## src/rtl/star_box_finder.sv

```systemverilog
// Raster-scans the stored image, thresholds each pixel and finds the bounding box
// of all bright pixels, then hands the box to the cleaner via goClean/doneClean.
module star_box_finder #(
    parameter int xSz   = 3,
    parameter int ySz   = 3,
    parameter int colSz = 3,
    parameter int XMAX  = 7,
    parameter int YMAX  = 7
) (
    input  logic             clk,
    input  logic             resetn,
    input  logic             start,
    input  logic [colSz-1:0] thresh,
    output logic [xSz-1:0]   rdX,
    output logic [ySz-1:0]   rdY,
    input  logic [colSz-1:0] rdData,
    output logic [xSz-1:0]   xLeft,
    output logic [xSz-1:0]   xRight,
    output logic [ySz-1:0]   yTop,
    output logic [ySz-1:0]   yBottom,
    output logic             goClean,
    input  logic             doneClean,
    output logic             busy,
    output logic             found,
    output logic             done
);

    typedef enum logic [2:0] {
        S_IDLE, S_SCAN, S_DRAIN, S_EVAL, S_GO_CLEAN, S_WAIT_LOW, S_WAIT_HIGH, S_DONE
    } state_t;

    localparam logic [xSz-1:0] LP_XMAX = xSz'(XMAX);
    localparam logic [ySz-1:0] LP_YMAX = ySz'(YMAX);

    state_t           r_state;
    logic [xSz-1:0]   r_rdx, r_sx, r_minx, r_maxx, r_xleft, r_xright;
    logic [ySz-1:0]   r_rdy, r_sy, r_miny, r_maxy, r_ytop, r_ybottom;
    logic             r_valid, r_hit;
    logic             r_goclean, r_busy, r_found, r_done;
    logic             w_mark;

    // The sample on rdData belongs to the address registered in (r_sx, r_sy).
    assign w_mark = r_valid && (rdData >= thresh);

    // NOTE: all state uses non-blocking assignments and the async reset clears every register.
    always_ff @(posedge clk or negedge resetn) begin
        if (!resetn) begin
            r_state   <= S_IDLE;
            r_rdx     <= '0;
            r_rdy     <= '0;
            r_sx      <= '0;
            r_sy      <= '0;
            r_valid   <= 1'b0;
            r_hit     <= 1'b0;
            r_minx    <= '0;
            r_maxx    <= '0;
            r_miny    <= '0;
            r_maxy    <= '0;
            r_xleft   <= '0;
            r_xright  <= '0;
            r_ytop    <= '0;
            r_ybottom <= '0;
            r_goclean <= 1'b0;
            r_busy    <= 1'b0;
            r_found   <= 1'b0;
            r_done    <= 1'b0;
        end else begin
            r_valid   <= (r_state == S_SCAN);
            r_sx      <= r_rdx;
            r_sy      <= r_rdy;
            r_goclean <= 1'b0;
            r_done    <= 1'b0;

            if (w_mark) begin
                r_hit <= 1'b1;
                if (r_sx < r_minx) r_minx <= r_sx;
                if (r_sx > r_maxx) r_maxx <= r_sx;
                if (r_sy < r_miny) r_miny <= r_sy;
                if (r_sy > r_maxy) r_maxy <= r_sy;
            end

            case (r_state)
                S_IDLE: begin
                    if (start) begin
                        r_state <= S_SCAN;
                        r_rdx   <= '0;
                        r_rdy   <= '0;
                        r_minx  <= '1;
                        r_miny  <= '1;
                        r_maxx  <= '0;
                        r_maxy  <= '0;
                        r_hit   <= 1'b0;
                        r_found <= 1'b0;
                        r_busy  <= 1'b1;
                    end
                end
                S_SCAN: begin
                    if (r_rdx == LP_XMAX) begin
                        r_rdx <= '0;
                        if (r_rdy == LP_YMAX) r_state <= S_DRAIN;
                        else                  r_rdy   <= r_rdy + 1'b1;
                    end else begin
                        r_rdx <= r_rdx + 1'b1;
                    end
                end
                S_DRAIN: r_state <= S_EVAL;
                S_EVAL: begin
                    r_found <= r_hit;
                    if (r_hit) begin
                        r_xleft   <= r_minx;
                        r_xright  <= r_maxx;
                        r_ytop    <= r_miny;
                        r_ybottom <= r_maxy;
                        r_goclean <= 1'b1;
                        r_state   <= S_GO_CLEAN;
                    end else begin
                        r_done  <= 1'b1;
                        r_state <= S_DONE;
                    end
                end
                S_GO_CLEAN: r_state <= S_WAIT_LOW;
                S_WAIT_LOW: if (!doneClean) r_state <= S_WAIT_HIGH;
                S_WAIT_HIGH: begin
                    if (doneClean) begin
                        r_done  <= 1'b1;
                        r_state <= S_DONE;
                    end
                end
                S_DONE: begin
                    r_busy  <= 1'b0;
                    r_state <= S_IDLE;
                end
                default: r_state <= S_IDLE;
            endcase
        end
    end

    assign rdX     = r_rdx;
    assign rdY     = r_rdy;
    assign xLeft   = r_xleft;
    assign xRight  = r_xright;
    assign yTop    = r_ytop;
    assign yBottom = r_ybottom;
    assign goClean = r_goclean;
    assign busy    = r_busy;
    assign found   = r_found;
    assign done    = r_done;

endmodule

```

## config.mk

```make
export PLATFORM = sky130hd
export DESIGN_NAME = star_box_finder
export DESIGN_NICKNAME = d
export VERILOG_FILES = /design/src/rtl/star_box_finder.sv
export SDC_FILE = /design/constraint.sdc
export NUM_CORES = 1
export LEC_CHECK = 0
export CORE_MARGIN = 2
export CORE_UTILIZATION = 54
export DETAILED_ROUTE_END_ITERATION = 6
export PLACE_DENSITY = 0.83
export SYNTH_ARGS = -nofsm -noshare
export SYNTH_HDL_FRONTEND = slang
export SYNTH_SLANG_ARGS = --single-unit
export TNS_END_PERCENT = 100
```

## constraint.sdc

```tcl
create_clock -name clk -period 2 [get_ports clk]
set_clock_uncertainty 0.1 [all_clocks]
set_input_delay 0.4 -clock clk [delete_from_list [all_inputs] [get_ports clk]]
set_output_delay 0.4 -clock clk [all_outputs]
set_load 0.005 [all_outputs]
```

==> metrics list, run 1 <==
- Wirelength, routed: between 3000 and 4000 um
- Final Hold Fails: 0
- TritonCTS created 5 clock buffers.
* Via count of the first global-routing pass: 1578
* Top cell types by occurrence after synthesis: sky130_fd_sc_hd__dfrtp_1 (45), sky130_fd_sc_hd__nand2_1 (45), sky130_fd_sc_hd__ha_1 (17)
- The analysis attributes to net switching a power of 0.00151 W.
* Final Critical Period: ~1.9 ns
- CTS clk-pin slew, worst paths: around 0.090 ns
- Power per cell area: 1470 nW/um^2
- Final TNS setup: 0 ns
* Root buffer cell: sky130_fd_sc_hd__clkbuf_8
- For this run, asynchronously set or reset flops after synthesis account for 100%.
- Leading cell types by total area after synthesis: sky130_fd_sc_hd__dfrtp_1 (51%), sky130_fd_sc_hd__ha_1 (9.5%), sky130_fd_sc_hd__nand2_1 (7.6%)
* Sequential fraction of design power: 42.1%
* Nets: 284
- Number of antenna violations at the first check in global routing: 0
- Entering global routing, the biggest net connects 22 pins.
- Port buffer count: 31
- Combinational logic burns approximately 44% of the power.
* Global-route met1 utilization: 26.3%
- In this run the tightest slew margin relative to its limit is between 60% and 70%.
- Global routing finished with a remaining overflow of 0.
- In this run the static leakage power is 1.32 nW.
- Crit path capture type: flop
* Syn. warnings: 0
- Gate family responsible for the most delay along the worst path: buffers and inverters
- Crit path max fanout: 5
* Cell type of the slowest stage on the worst timing path: sky130_fd_sc_hd__clkdlybuf4s50_1
- Max-cap violations in this run came to 0.
- STA puts the critical path data arrival time at 2.01 ns.
- Routability-driven placement congestion ratio: 0.810
- Setup repair after global routing missed its margin: false
- Global routing used 20.2% of the available tracks across all layers.
* Netlist Area Pre-Place: approximately 2200 um^2
* Number of setup violations in the final report: 0
- H-tree depth reported by CTS: 2
- The critical path goes through clkdlybuf4s50_1 > inv_1 > ha_1 > a21oi_2 > o21ai_4 > and2_2 > buf_4 > o21a_1.
- Clock tree from TritonCTS: yes
* Most used DFF post-synth: sky130_fd_sc_hd__dfrtp_1
* Largest buffer count on any clock path: 2
* Kind of start point of the critical path: primary input
- Post-synthesis sequential area ratio: approximately 50%
- Post-route ant nets: 0
- Based on the critical path, the design can be clocked at up to 0.523 GHz.
- Y dimension of the die: ~70 um
* Hold slack final: 0.337 ns
- Count of pins over their slew limit: 0
- Dividing the detail-routed via count by the number of cells gives 5.25.
* Design internal power: around 0.0024 W
- The die covers 4660 um^2.
- The floorplan step defined a core boundary enclosing between 4000 and 5000 um^2.
- The final critical path takes up between 90% and 100% of the cycle.
* Worst min-delay path class: reg -> reg
- Global routing consumed, on the met3 layer, under 10% of the routing resources.
- Detail-routed net length per standard cell: between 10 and 15 um
- Top cell type's share of synthesized area: 50.5%
- DRC violations left: 0
- Of the total power, the clock network draws 13.9%.
* Post-synthesis average cell area: around 10 um^2
- Row generation in the floorplan step produced 23 rows.
- In the final layout, the share of cells above drive strength 1 is a little over a tenth.
- IR Drop Worst-Case VDD: slightly above 800 uV
* Insertion delay of the later-clocked pin in the worst-skew pair: 0.30 ns
- Compared with the post-synthesis result, the final layout area differs by 21.1%.
- The critical path contains buffers and inverters numbering 3 combined.
- Of the total power, the share spent switching nets is between 30% and 40%.
- Layer with the highest usage after global routing: met2
- The critical path is of the in -> reg type.
- On the worst path, the slowest cell contributes a delay of 0.45 ns.
- Yosys mapped a number of flops with a built-in enable equal to 0.
- First DRT Iteration DRCs: 90
- When the netlist entered floorplanning its net count stood at 245.
- Data required time at the worst endpoint: about 2.1 ns
- The first TritonRoute pass finished after 4 iterations.
- Clock Sinks: 45
- Global-route wire length before repair: between 6000 and 7000 um
* Sum of net half-perimeters after detailed placement: just over 3000 um
- Post-synthesis register bit count: between 40 and 50
- 0 antenna diodes ended up in the layout.
- Mapped Cells: 218
* CTS-repair resized insts: 0
* Effective utilization at floorplan: 55.7%
- Result of the run: finished clean
- Number of I/O pins: 32
* Unique cell type count in the Yosys netlist: between 40 and 50
- For this run, global-route usage on met2 was measured as about a third.
- The largest total area in the synthesized netlist belongs to sky130_fd_sc_hd__dfrtp_1.
- The die is 68.3 um wide.
- Detailed routing inserted a total of around 1600 vias.
- Tightest Pin Transition: about 0.48 ns
## logic make-up after synthesis
| logic type | Yosys count | synth area share [%] |
|---|---|---|
| AND/OR/NAND/NOR | 82 | 19.0 |
| flip-flops | 45 | 50.5 |
| AO/OA/AOI/OAI | 44 | 13.2 |
| buffers and inverters | 23 | 4.66 |
| adder cells (fa/ha/maj) | 17 | 9.54 |
| multiplexers | 6 | 2.69 |
| XOR/XNOR | 1 | 0.393 |
## per-layer routing
metal,up-vias,wire length [um]
met1,764,1890
li1,818,-
met5,-,0
met4,0,69
met3,8,127
met2,27,1900
## worst paths after layout
kind | startpoint | end | slack, ns | cells after the start
worst max-delay path | thresh[2] | r_hit | 0.09 | 8
worst min register to register | rdY[1] | r_sy[1] | 0.34 | 0
min in group asynchronous | resetn | r_sx[2] | 0.48 | 2
max in group asynchronous | resetn | yTop[2] | 0.75 | 3
worst max register to register | r_sx[1] | r_minx[1] | 0.25 | 6
worst min-delay path | rdY[1] | r_sy[1] | 0.34 | 0
## sequential cells by signal (all words and copies together) (netlist names), 3 cells and up
register  flops
rdX           3
r_sy          3
xRight        3
yBottom       3
r_miny        3
r_maxy        3
xLeft         3
r_state       3
r_minx        3
r_maxx        3
rdY           3
yTop          3
r_sx          3
## repair_timing
| item | 4_1_cts | 5_1_grt |
|---|---|---|
| buffers inserted | 0 | 1 |
| endpoints found under the setup margin | 0 | 2 |
| endpoints found under the hold margin | 18 | 0 |
| hold buffers | 1 | 0 |
## metrics by stage
step	area (um^2)	power, W	std cells	util [%]	setup WS (ns)
after floorplan	2230	0.00277	218	-	0.284
after global placement	2590	0.00335	297	64.8	-0.197
after detailed placement	2590	0.00342	297	64.8	-0.233
after CTS	2690	0.00398	306	67.1	0.0904
after global routing	2700	0.00431	308	67.5	0.00376
final	2700	0.00396	308	67.5	0.0877
## layout by cell type, fill, tap and decap left out, types with 2 or more instances in the layout
master,count
sky130_fd_sc_hd__nand2_1,45
sky130_fd_sc_hd__dfrtp_1,45
sky130_fd_sc_hd__clkdlybuf4s50_1,30
sky130_fd_sc_hd__ha_1,17
sky130_fd_sc_hd__inv_1,16
sky130_fd_sc_hd__o21ai_1,9
sky130_fd_sc_hd__nor2_1,8
sky130_fd_sc_hd__o21ai_0,8
sky130_fd_sc_hd__a21oi_1,8
sky130_fd_sc_hd__nand3_1,7
sky130_fd_sc_hd__mux2i_1,6
sky130_fd_sc_hd__buf_4,6
sky130_fd_sc_hd__clkbuf_8,5
sky130_fd_sc_hd__nand2b_1,4
sky130_fd_sc_hd__nor2b_1,3
sky130_fd_sc_hd__nand2_2,3
sky130_fd_sc_hd__o211ai_1,3
sky130_fd_sc_hd__a21o_1,3
sky130_fd_sc_hd__a22o_1,3
sky130_fd_sc_hd__nand4b_1,2
sky130_fd_sc_hd__a41o_1,2
sky130_fd_sc_hd__clkbuf_1,2
## power by group through the flow
stage	Combinational, W	Sequential (W)	Clock [W]
global route	0.00199	0.00173	0.000594
finish	0.00174	0.00167	0.000548
floorplan	0.00122	0.00156	0
detailed placement	0.00174	0.00168	0
global placement	0.00169	0.00166	0
CTS	0.00175	0.00166	0.000560
## layout make-up
| type | count | area (um^2) |
|---|---|---|
| Clock inverter | 1 | 7.51 |
| Inverter | 16 | 60.1 |
| Fill cell | 332 | 1300 |
| Tap cell | 50 | 62.6 |
| Timing Repair Buffer | 38 | 360 |
| Clock buffer | 7 | 76.3 |
| Multi-Input combinational cell | 151 | 1010 |
| Sequential cell | 45 | 1130 |
No activity file was read; power rests on OpenSTA's default activity.
==> run 2: changes to the inputs <==
Settings changed: CORE_MARGIN 2 to 4.
==> run 2 against run 1 <==
Setup slack gained 0.017 ns. Design area grew 0.37%. Combinational power is essentially flat. Largest cell class unchanged. Critical path type unchanged.
==> metrics list, run 2 (same netlist as run 1, synthesis figures left out) <==
* # Max-Cap Violations: 0
- Entering global routing, the biggest net connects 22 pins.
- The clock reaches the later pin of the worst-skew pair after slightly below 0.3 ns.
- First DRT Iteration DRCs: 35
- Cell internal power was estimated by the tool at roughly 0.0025 W.
- Final TNS setup: 0 ns
* Slew Limit Headroom: between 70% and 80%
* Length in cells of the worst reg-to-reg path: 6
- Routability-driven placement congestion ratio: ~0.85
* Core footprint: 4000 um^2
* Power per cell area: 1480 nW/um^2
- The final-report max-slew violation count was 0.
* Worst min-delay path class: reg -> reg
- CTS clk-pin slew, worst paths: approximately 0.080 ns
- Result of the run: finished clean
* Signed area change from the synthesized netlist to the final layout: 21.5%
- The startpoint identified for the worst register-to-register timing path is r_sx[1].
- In this run the critical register-to-register path is captured at r_minx[1].
* Maximum clock frequency: between 0.5 and 0.6 GHz
- Sequential fraction of design power: 41.7%
* Via count: ~1600
* Largest buffer count on any clock path: 2
- Wires add up to about 4000 um.
- Setup bufs post-CTS: 0
* Total CTS buffers: 5
* H-tree depth reported by CTS: 2
- Once detail routing completed, the nets flagged for antenna violations numbered 0.
* Via count of the first global-routing pass: between 1500 and 2000
- Sw Ratio: between 30% and 40%
* Number of antenna violations at the first check in global routing: 0
- The floorplan has 23 rows.
- Die Wd: 72.3 um
* Port buffer count: 31
* Hold-critical path depth: 0
- Using the TritonRoute via totals, the vias-per-cell ratio works out to 5.24.
- Final Hold Fails: 0
- Worst-case hold path end point: r_sy[1]
* Static Leakage: 1.33 nW
* Y dimension of the die: approximately 72 um
- At the end of the flow, the number of nets in the layout was 283.
* Detail-routed net length per standard cell: 12.9 um
- In the global route stage, overall resource usage came out at 16.4%.
- The first global-routing pass estimated around 6700 um of wire.
- Sum of net half-perimeters after detailed placement: between 3000 and 4000 um
* Hold slack final: between 0.3 and 0.4 ns
- STA puts the critical path data arrival time at 1.97 ns.
- Setup violations remaining at the end of the flow were counted as 0.
- DRC violations left: 0
- The first detailed-routing pass ran for 4 iterations.
- At the worst endpoint, the required time is around 2.1 ns.
- In this run the most critical hold path is launched from rdY[1].
* Switching power summed over all nets: between 0.001 and 0.0015 W
- Reg-to-reg slack, setup: about 0.27 ns
- IR Drop Worst-Case VDD: around 820 uV
- The tree is rooted in a sky130_fd_sc_hd__clkbuf_8.
- Clock share of power: 14.9%
- Crit path max fanout: 11
- Sum of overflow across all layers after global routing: 0
- During I/O placement, the number of pins put on the boundary was 32.
- Share of the cycle needed by the critical path after routing: between 90% and 100%
- Final Critical Period: 1.89 ns
- The die covers ~5200 um^2.
- The worst setup path is captured at a flop.
* Commonest cells after routing, fill and taps aside: sky130_fd_sc_hd__nand2_1 (45), sky130_fd_sc_hd__dfrtp_1 (45), sky130_fd_sc_hd__clkdlybuf4s50_1 (30)
- For this configuration, the core starts out at a cell density of 55.7%.
- Diode insertion count for antenna repair: 0
- Clock Sinks: 45
* Share of power burned in combinational logic: between 40% and 50%
- Setup repair after global routing left no endpoint under its margin.
* Fraction of final layout cells with drive strength greater than 1: between 10% and 20%
- The worst setup path is launched from a primary input.
- The worst setup path is of the in -> reg kind.
- Tightest Pin Transition: around 0.43 ns
* Clock tree from TritonCTS: yes
-- run 2: how the worst max path moves through the flow --
stage	cells past startpoint	slack, ns	start	endpoint
after floorplan	8	0.28	thresh[2]	r_maxx[2]
after global placement	8	-0.17	thresh[2]	r_maxy[1]
after detailed placement	8	-0.22	thresh[2]	r_maxy[1]
final	8	0.11	thresh[2]	r_maxy[1]
after CTS	8	0.08	thresh[2]	r_maxy[1]
after global routing	8	0.01	thresh[2]	r_maxy[0]
-- run 2: through the flow --
| step | power (W) | setup WS, ns | std cells | instance area [um^2] | utilization (%) |
|---|---|---|---|---|---|
| floorplan | 0.00277 | 0.284 | 218 | 2230 | - |
| global placement | 0.00336 | -0.172 | 298 | 2600 | 65.0 |
| detailed placement | 0.00344 | -0.224 | 298 | 2600 | 65.0 |
| CTS | 0.00406 | 0.0804 | 307 | 2710 | 67.8 |
| global route | 0.00437 | 0.0111 | 307 | 2710 | 67.8 |
| finish | 0.00400 | 0.105 | 307 | 2710 | 67.8 |
-- run 2: final cells by class --
type | count | area, um^2
clock inverters | 1 | 5.00
well taps | 50 | 62.6
flip-flops and latches | 45 | 1130
repair buffers | 38 | 360
inverters | 16 | 60.1
fillers | 305 | 1290
clock buffers | 7 | 96.3
multi-input cells | 150 | 1000
-- run 2: what timing repair did --
item / 4_1_cts / 5_1_grt
hold buffers: 1 / 0
gates resized for setup: 0 / 0
endpoints found under the setup margin: 0 / 1
hold endpoints to repair: 18 / 0
-- run 2: critical path, stage by stage --
cell and delay (ns):
sky130_fd_sc_hd__clkdlybuf4s50_1 0.45, sky130_fd_sc_hd__inv_1 0.04, sky130_fd_sc_hd__ha_1 0.31, sky130_fd_sc_hd__nand2_1 0.10, sky130_fd_sc_hd__o21ai_4 0.15, sky130_fd_sc_hd__and2_4 0.24
sky130_fd_sc_hd__nand3_1 0.14, sky130_fd_sc_hd__mux2i_1 0.15
-- run 2: metal layers --
metal	global-route usage, %	vias up	share of wire [%]
met5	0	-	0
met4	5.01	0	1.2
met3	3.60	7	3.9
met2	28.1	31	49
met1	20.7	753	45
li1	-	819	-
-- run 2: power by group through the flow --
stage,registers (W),logic (W),clock network [W]
after floorplan,0.00156,0.00122,0
after global placement,0.00166,0.00169,0
after detailed placement,0.00169,0.00175,0
after CTS,0.00167,0.00177,0.000612
after global routing,0.00173,0.00199,0.000648
final,0.00167,0.00174,0.000597
==> run 3: changes to the inputs <==
Settings changed: SETUP_SLACK_MARGIN set to 0.2, SLEW_MARGIN set to 20.
==> run 3 against run 2 <==
Die area is the same. Critical path depth down 1. Via count grew 2.5%. Combinational power up 7%. Clock-buffer cell count stayed put. Register-to-register slack gained 0.04 ns. Clock power barely moved. Flip-flop and latch count unchanged. Routed wire length increased by 6.2%. First-iteration DRC count grew 49%.
==> metrics list, run 3 (same netlist as run 1, synthesis figures left out) <==
- In the layout the commonest cells are sky130_fd_sc_hd__dfrtp_1 (45), sky130_fd_sc_hd__nand2_1 (44), sky130_fd_sc_hd__clkdlybuf4s50_1 (25).
- After layout, the worst path uses approximately 86% of the clock period.
* Via count: roughly 1700
- Core footprint: roughly 4000 um^2
- Wirelength, routed: about 4200 um
- The count of endpoints failing hold in the final timing report came to 0.
* Maximum clock frequency: about 0.58 GHz
* Sum of net half-perimeters after detailed placement: a little over 3000 um
* First DRT Iteration DRCs: 52
* Arrival time at the worst endpoint: ~1.8 ns
- Number of I/O pins: 32
* Final TNS setup: 0 ns
- The clock tree synthesis step divided the H-tree into 2 levels.
- The number of global-route vias before repair was 1606.
- Subtracting the final worst setup slack from the clock period gives 1.73 ns.
* Via density per instance: about 5.3
- Number of setup violations in the final report: 0
- Share of the core filled with cells: a little over 70%
- Global-route wire length before repair: around 7000 um
- Largest buffer count on any clock path: 2
* Setup repair after global routing missed its margin: true
- Maximum number of pins on one net before global-route repair: 22
- Summed over all cells, the static leakage comes to about 1.4 nW.
- Power per cell area: between 1000 and 1500 nW/um^2
* DRC violations left: 0
- Worst min-delay path class: reg -> reg
- Signed area change from the synthesized netlist to the final layout: 26.9%
- At the worst endpoint, the required time is 2.08 ns.
- Detail-routed net length per standard cell: ~13 um
- CTS clk-pin slew, worst paths: around 0.070 ns
- Global-route usage over all layers: 17.1%
- Slew Limit Headroom: 71.2%
* Port buffer count: 31
- Root buffer cell: sky130_fd_sc_hd__clkbuf_8
- Hold is met by between 0.3 and 0.4 ns.
- IR Drop Worst-Case VDD: around 820 uV
* Placement row count: 23
- STA classifies the critical path startpoint as a primary input.
- Sum of overflow across all layers after global routing: 0
- The number of antenna violations at the first check in global routing came to 0.
- The finished cells cover about 2800 um^2.
* Die Area: between 5000 and 6000 um^2
- Fraction of final layout cells with drive strength greater than 1: between 10% and 20%
- Setup CP Type: in -> reg
- Measured along the y axis, the die boundary spans 72.3 um.
- Routability-driven placement congestion ratio: about 0.85
- The worst setup path is captured at a flop.
* Total CTS buffers: 5
- Effective utilization at floorplan: between 50% and 60%
* Die Wd: ~72 um
- Diode insertion count for antenna repair: 0
- At the pin with the least slew margin, the transition time is 0.432 ns.
- TritonCTS built the clock tree.
- Counting every sink on the clock net gives 45.
- The final-report max-slew violation count was 0.
- For the worst-skew pair, the clock arrives at the later sink with an insertion delay of between 0.2 and 0.3 ns.
- Nets: 289
* Area of placed instances: around 2600 um^2
* Fill count: between 200 and 300
* Result of the run: finished clean
- Leaving out fill and tap cells, the most frequent cell in the layout is sky130_fd_sc_hd__dfrtp_1.
- Crit path max fanout: 6
- In this run the remaining antenna-violating nets after routing total 0.
* First-pass iteration count of the detailed router: 4
- # Max-Cap Violations: 0
## run 3: changes by cell type in the layout (fill, tap and decap cells not counted), sizes merged
cell,delta
clkdlybuf4s50,-5
dlymetal6s2s,+4
dlygate4sd2,+1
and2,+1
buf,+5
## run 3: stage by stage
| step | cells | setup WS, ns | total power, W |
|---|---|---|---|
| after floorplan | 218 | 0.284 | 0.00277 |
| after global placement | 298 | -0.172 | 0.00336 |
| after detailed placement | 298 | -0.224 | 0.00344 |
| after CTS | 308 | 0.202 | 0.00410 |
| after global routing | 313 | 0.193 | 0.00449 |
| final | 313 | 0.271 | 0.00412 |
## run 3: worst paths after layout
path                             endpoint  slack (ns)  cells past startpoint       from
worst max-delay path            r_maxy[2]        0.27                      7  rdData[1]
worst min-delay path              r_sy[1]        0.33                      0     rdY[1]
worst max register to register  r_minx[1]        0.31                      6    r_sx[1]
worst min register to register    r_sy[1]        0.33                      0     rdY[1]
max in group asynchronous         r_sx[2]        0.80                      3     resetn
min in group asynchronous         goClean        0.47                      2     resetn
## run 3: what timing repair did
action | CTS | global route
endpoints found under the setup margin | 11 | 14
setup buffers | 0 | 5
pin swaps | 4 | 4
gates resized for setup | 9 | 9
endpoints found under the hold margin | 18 | 0
gates cloned | 1 | 0
hold buffers | 1 | 0
## run 3: worst max-delay path: stages
cell and delay [ns]:
sky130_fd_sc_hd__clkdlybuf4s50_1 0.44, sky130_fd_sc_hd__ha_4 0.28, sky130_fd_sc_hd__nand2_2 0.05, sky130_fd_sc_hd__o21ai_4 0.15, sky130_fd_sc_hd__and2_4 0.22, sky130_fd_sc_hd__a21oi_2 0.06, sky130_fd_sc_hd__a41o_1 0.20
## run 3: metal layers
layer,track usage (%),share of wire [%]
met5,0,0
met4,5.01,1.1
met3,3.60,4.0
met2,29.7,50
met1,21.4,45
## run 3: layout make-up
cell class | instances | area [um^2] | share of cell area, %
sequential | 45 | 1130 | 39.8
multi-input combinational | 151 | 1070 | 37.9
clock inverter | 1 | 5.00 | 0.177
tap | 50 | 62.6 | 2.21
clock buffer | 7 | 96.3 | 3.41
inverter | 16 | 60.1 | 2.12
timing repair buffer | 43 | 407 | 14.4
## run 3: report_power, final
part	switching, W	internal, W	leakage [nW]
combinational	0.000904	0.000955	0.760
clock	0.000284	0.000312	0.0542
sequential	0.000370	0.00130	0.576
total	0.00156	0.00257	1.39
